File: src/rtl/squash_input_conditioner.sv
// Button front end for the solo_squash core. It synchronises and debounces the four raw
// active-low buttons, then derives the pause latch, the new-game strobe and the up/down keys.
module squash_input_conditioner #(
    parameter int DEBOUNCE_CYCLES = 250000,
    parameter int CNT_W           = 18,
    parameter bit PAUSE_TOGGLE    = 1'b1
) (
    input  logic clk,
    input  logic reset,
    input  logic btn_pause_n,
    input  logic btn_new_game_n,
    input  logic btn_up_n,
    input  logic btn_down_n,
    output logic pause_n,
    output logic new_game_n,
    output logic up_key_n,
    output logic down_key_n
);

    localparam int N_CH    = 4;
    localparam int CH_PAUSE = 0;
    localparam int CH_NEW   = 1;
    localparam int CH_UP    = 2;
    localparam int CH_DOWN  = 3;

    localparam logic [CNT_W-1:0] CNT_LAST = CNT_W'(DEBOUNCE_CYCLES - 1);
    localparam logic [CNT_W-1:0] CNT_ZERO = {CNT_W{1'b0}};
    localparam logic [CNT_W-1:0] CNT_ONE  = {{(CNT_W-1){1'b0}}, 1'b1};

    logic [N_CH-1:0]  raw_s;
    logic [N_CH-1:0]  sync1_r;
    logic [N_CH-1:0]  sync2_r;
    logic [N_CH-1:0]  st_r;
    logic [CNT_W-1:0] cnt_r [N_CH];
    logic [1:0]       st_d_r;
    logic             press_pause_s;
    logic             press_new_s;
    logic             paused_r;

    assign raw_s = {btn_down_n, btn_up_n, btn_new_game_n, btn_pause_n};

    // Two-flop synchroniser for the asynchronous buttons; released level is 1.
    always_ff @(posedge clk) begin
        if (reset) begin
            sync1_r <= 4'b1111;
            sync2_r <= 4'b1111;
        end else begin
            sync1_r <= raw_s;
            sync2_r <= sync1_r;
        end
    end

    // Stability-counter debouncer: a new level is accepted only after it has been
    // seen for DEBOUNCE_CYCLES consecutive cycles; any return to st restarts the count.
    always_ff @(posedge clk) begin
        if (reset) begin
            st_r <= 4'b1111;
            for (int ch = 0; ch < N_CH; ch++) begin
                cnt_r[ch] <= CNT_ZERO;
            end
        end else begin
            for (int ch = 0; ch < N_CH; ch++) begin
                if (sync2_r[ch] == st_r[ch]) begin
                    cnt_r[ch] <= CNT_ZERO;
                end else if (cnt_r[ch] == CNT_LAST) begin
                    st_r[ch]  <= sync2_r[ch];
                    cnt_r[ch] <= CNT_ZERO;
                end else begin
                    cnt_r[ch] <= cnt_r[ch] + CNT_ONE;
                end
            end
        end
    end

    // Delayed copy of the pause and new-game levels for press (falling) edge detection.
    always_ff @(posedge clk) begin
        if (reset) begin
            st_d_r <= 2'b11;
        end else begin
            st_d_r <= {st_r[CH_NEW], st_r[CH_PAUSE]};
        end
    end

    assign press_pause_s = st_d_r[0] & ~st_r[CH_PAUSE];
    assign press_new_s   = st_d_r[1] & ~st_r[CH_NEW];

    // Pause latch: a new-game press always clears it, even when pause is pressed together.
    always_ff @(posedge clk) begin
        if (reset) begin
            paused_r <= 1'b0;
        end else if (press_new_s) begin
            paused_r <= 1'b0;
        end else if (PAUSE_TOGGLE && press_pause_s) begin
            paused_r <= ~paused_r;
        end else begin
            paused_r <= paused_r;
        end
    end

    // Output decode, purely from registered state; up and down lock each other out.
    always_comb begin
        pause_n    = 1'b1;
        new_game_n = 1'b1;
        up_key_n   = 1'b1;
        down_key_n = 1'b1;
        if (PAUSE_TOGGLE) begin
            pause_n = ~paused_r;
        end else begin
            pause_n = st_r[CH_PAUSE];
        end
        new_game_n = ~press_new_s;
        up_key_n   = st_r[CH_UP] | ~st_r[CH_DOWN];
        down_key_n = st_r[CH_DOWN] | ~st_r[CH_UP];
    end

endmodule
File: config.mk
export PLATFORM = sky130hd
export DESIGN_NAME = squash_input_conditioner
export DESIGN_NICKNAME = d
export VERILOG_FILES = /design/src/rtl/squash_input_conditioner.sv
export SDC_FILE = /design/constraint.sdc
export NUM_CORES = 1
export LEC_CHECK = 0
export ABC_AREA = 1
export ABC_CLOCK_PERIOD_IN_PS = 2200
export CAP_MARGIN = 20
export CELL_PAD_IN_SITES_DETAIL_PLACEMENT = 2
export CELL_PAD_IN_SITES_GLOBAL_PLACEMENT = 2
export CORE_MARGIN = 1.5
export CORE_UTILIZATION = 38
export DETAILED_ROUTE_END_ITERATION = 10
export PLACE_DENSITY = 0.87
export SLEW_MARGIN = 20
export SYNTH_ARGS = -nofsm -noshare
export SYNTH_HDL_FRONTEND = slang
export SYNTH_SLANG_ARGS = --single-unit
export TNS_END_PERCENT = 100
File: constraint.sdc
create_clock -name clk -period 2.2 [get_ports clk]
set_clock_uncertainty 0.15 [all_clocks]
set_input_delay 0.22 -clock clk [delete_from_list [all_inputs] [get_ports clk]]
set_output_delay 0.22 -clock clk [all_outputs]
set_load 0.005 [all_outputs]
# Word level (Yosys, flattened, before mapping)
# Memory sizes are Yosys's and may differ from the RTL's.
# Cells that the tools add are included.
[totals]
out_inout_bits = 4
ramBits = 72
inputBits = 6
memories = 1
ff_bits = 15
wordCells = 110
[memory_table]
columns = ["memory", "words", "word_bits", "rd", "rd_ports_with_merged_regs", "write_ports", "line", "source"]
rows = [
  ["cnt_r", 4, 18, 4, 0, 4, "34", "logic [CNT_W-1:0] cnt_r [N_CH];"],
]
[op_classes]
addsub = 4
bitwise = 26
mux = 58
reduce_logical = 5
eq_ne = 8
[ops]
columns = ["cell", "count"]
rows = [
  ["18-bit two-way mux", 12],
  ["18-bit by 1-bit adder with 18-bit output (second input constant)", 4],
  ["18-bit == test (second input constant)", 4],
  ["1-bit two-way mux", 46],
  ["1-bit bitwise OR", 14],
  ["1-bit NOT", 10],
  ["2-bit AND reduction", 4],
  ["1-bit == test", 4],
  ["1-bit AND", 2],
  ["2-bit OR reduction", 1],
]

# Depth between registers and ports, before layout
[logic_depth]
depth_word = 7
ltp_mapped = 9
depth_no_buf = 9

# Worst setup path before layout
# No wires, ideal clock.
[synth_timing]
kind = "flip-flop to flip-flop"
from = "memory cnt_r[0][0]"
to = "memory cnt_r[0][12], data pin"
synth_period_minus_slack_ps = 1722
stages_incl_launch_ff = 10
setup_slack_ps = 478
setup_ps = 254
required_ps = 1796
arrival_ps = 1318
path_buffers = 1
cell_sequence = "edfxtp_1 > ha_1 > nand2_1 > nor2_2 > inv_2 > nor2_4 > nand3_2 > nand2_4 > buf_6 > nor2_1"
[synth_rtl]
columns = ["element", "line"]
rows = [
  ["start: declaration", "34"],
]

==> summary.txt <==
Status
  • Outcome: complete, no violations

Die
  • Chip width: 116 um
  • I/O pin count: 10
  • Die H: 116 um
  • Row Count: 40
  • Core area: 0.0122 mm2
  • Initial core utilization: 39.5%
  • Full die area: 0.0134 mm2

Yosys
  • Syn avg cell area: 7.98 um2
  • Seq/Total Area, Yosys: 51.0%
  • Yosys top cell by area: edfxtp_1
  • Synth Register Bits: 87
  • Ranking of synthesized cells by area: edfxtp_1 45%, nand2_1 11%, nor2_1 9.4%
  • Top FF cell, synth: edfxtp_1
  • Synth warn: 0
  • Post-Synthesis Cells: 605
  • Netlist cell types: 31
  • Synth Cell Area: 0.00483 mm2
  • EDFF count, synth: 72
  • Post-synth top area share: 44.8%
  • Asr flop ratio synth: 0%

Layout
  • Area of the multi-input gates: 0.00234 mm2
  • P&R area growth vs syn: 19.5%
  • # fillers: 1418
  • Final Cell Area: 0.00577 mm2
  • Leading cell type in the layout, fill and taps excluded: nand2_1
  • Layout cell share with drive strength beyond 1: 6.70%
  • Fin util: 47.2%
  • # diodes: 0
  • Register area: 0.00246 mm2
  • Commonest non-fill, non-tap cells in the layout: 146 x nand2_1, 121 x nor2_1, 72 x edfxtp_1, 72 x conb_1, 70 x inv_1
  • Final cell count without fillers: 869
  • Final nets: 706

Clocking
  • # clock sinks: 87
  • Clk buf depth: 2
  • Skew-Pair Late Insertion Delay: 0.36 ns
  • H-tree levels: 3
  • CTS Root Buffer Type: clkbuf_16
  • Total CTS buffers: 9
  • TritonCTS clock tree: built
  • Hold bufs inserted after CTS: 0
  • Clk slew on worst S/H paths: 0.07 ns

Run
  • Max cap viols: 0

Setup path
  • Worst r2r src: cnt_r[2][0]
  • Startpoint types: flop
  • Worst Path Class, Setup: reg2reg
  • CP max-delay cell: edfxtp_1
  • Crit-path max cell delay: 0.44 ns
  • Crit Path Max Fanout: 18
  • CP Cell Sequence: ha_1, nand3_4, inv_2, nand3_1, nor2_1, nand2_1, nand2_4, a21oi_1
  • Arrival time worst endpoint: 2.07 ns
  • Crit. End Element: flop
  • Critical Path RT: 2.14 ns
  • CP startpoint: cnt_r[2][0]

Routing
  • Detailed Route WL: 17.4 mm
  • Initial DRC count: 270
  • Via count: 4441
  • Count of TritonRoute iterations in the first routing pass: 4
  • DRT antenna net count: 0
  • Wire length per cell: 20.0 um
  • Vias per cell: 5.11
  • # DRC: 0

Hold path
  • Min-delay src: sync1_r[2]
  • Worst min-delay path category: reg2reg

Timing
  • Fmax: 0.469 GHz
  • RSZ-0062 raised after global routing: false
  • Tcrit/Tclk final: 96.9%
  • Worst Max-Slew Pin Slew: 0.573 ns
  • Final setup fails: 0
  • Final Hold Viols: 0
  • Worst slew margin: 61.5%
  • Final setup TNS: 0 ns
  • Final Max Slew Viols: 0
  • Fin crit period: 2.13 ns

Place
  • Placed Area: 0.00539 mm2
  • DP HPWL: 10.1 mm
  • Placer congestion estimate: 0.782
  • DP Cell Count: 853
  • IO Port Bufs: 9

Global route
  • Vias in the first global route: 5120
  • Total gr overflow: 0
  • Antenna violations before repair: 0
  • First-pass GRT wire length: 28.0 mm
  • Largest net degree at the start of global routing: 19
  • All-layer global routing usage: 27.8%

Power
  • Seq pwr share: 47.7%
  • Total Power: 4.03 mW
  • Net Sw Frac: 23.6%
  • Comb pwr share: 4.8%
  • P_sw: 951 uW
  • Clock Power Share: 47.4%
  • Pwr/cell area: 699 mW/mm2
  • Int Power: 3.08 mW
  • Worst-case vdd ir drop: 0.471 mV
  • Leakage: 2.27 nW
## metrics by stage
step / worst slack (ns) / hold WS [ns]
2_1_floorplan: 0.478 / 0.174
3_3_place_gp: 0.183 / 0.245
3_5_place_dp: 0.120 / 0.248
4_1_cts: 0.0689 / 0.282
5_1_grt: 0.0145 / 0.295
6_report: 0.0679 / 0.282
## worst max-delay path, delay by kind of cell (launching register included)
family                     cells  cell delay, ns
buffers and inverters          1            0.09
adders and majority gates      1            0.26
and+or+nand+nor                5            0.80
AOI/OAI and AO/OA              1            0.11
DFF                            1            0.44
## sequential cells by signal, indices dropped and copies added, names as in the netlist
| name | flops |
|---|---|
| cnt_r | 72 |
| st_r | 4 |
| sync1_r | 4 |
| sync2_r | 4 |
| st_d_r | 2 |
| paused_r | 1 |
## logic make-up after synthesis
logic type | Yosys count | synth area share, %
fa+ha+maj | 4 | 1.04
buf+inv | 78 | 6.58
simple gates | 360 | 32.0
xor+xnor | 17 | 3.08
flops | 87 | 51.0
compound gates | 58 | 6.27
other cells | 1 | 0.0777
## power groups by stage
stage | registers [mW] | logic, mW | clock network, mW
global placement | 1.94 | 0.154 | 0
global route | 1.93 | 0.218 | 1.98
CTS | 1.92 | 0.183 | 1.92
finish | 1.92 | 0.194 | 1.91
floorplan | 1.93 | 0.125 | 0
detailed placement | 1.95 | 0.167 | 0
## synthesized netlist by cell type (2+ instances only)
cell / instances
a21oi_1: 37
a21oi_2: 2
buf_4: 2
buf_6: 2
dfxtp_1: 15
edfxtp_1: 72
ha_1: 4
inv_1: 70
inv_2: 2
nand2_1: 146
nand3_1: 40
nand3_2: 2
nand4_1: 17
nor2_1: 121
nor2_2: 2
nor3_1: 9
o21ai_0: 17
or2_0: 4
or2_2: 14
xnor2_1: 4
xor2_1: 13
## timing repair
action,4_1_cts,5_1_grt
pin swaps,0,0
endpoints found under the hold margin,0,0
gates resized for setup,1,2
setup endpoints to repair,11,6
buffers inserted,0,0
## routing by layer
metal	wire (um)	global-route usage [%]
met5	0	0
met4	386	9.02
met3	317	3.09
met2	9350	52.5
met1	7360	32.9
## final cells by class
class	instances	area share (%)
Clock buffer	11	4.38
Clock inverter	5	1.80
Inverter	73	4.77
Multi-Input combinational cell	511	40.5
Sequential cell	87	42.7
Tap cell	168	3.64
Timing Repair Buffer	14	2.21
## worst paths after layout
path	to	cells after the start	slack [ns]
min	sync2_r[2]	1	0.28
max reg2reg	cnt_r[2][4]	8	0.07
max	cnt_r[2][4]	8	0.07
min reg2reg	sync2_r[2]	1	0.28
No activity file was read; power rests on OpenSTA's default activity.
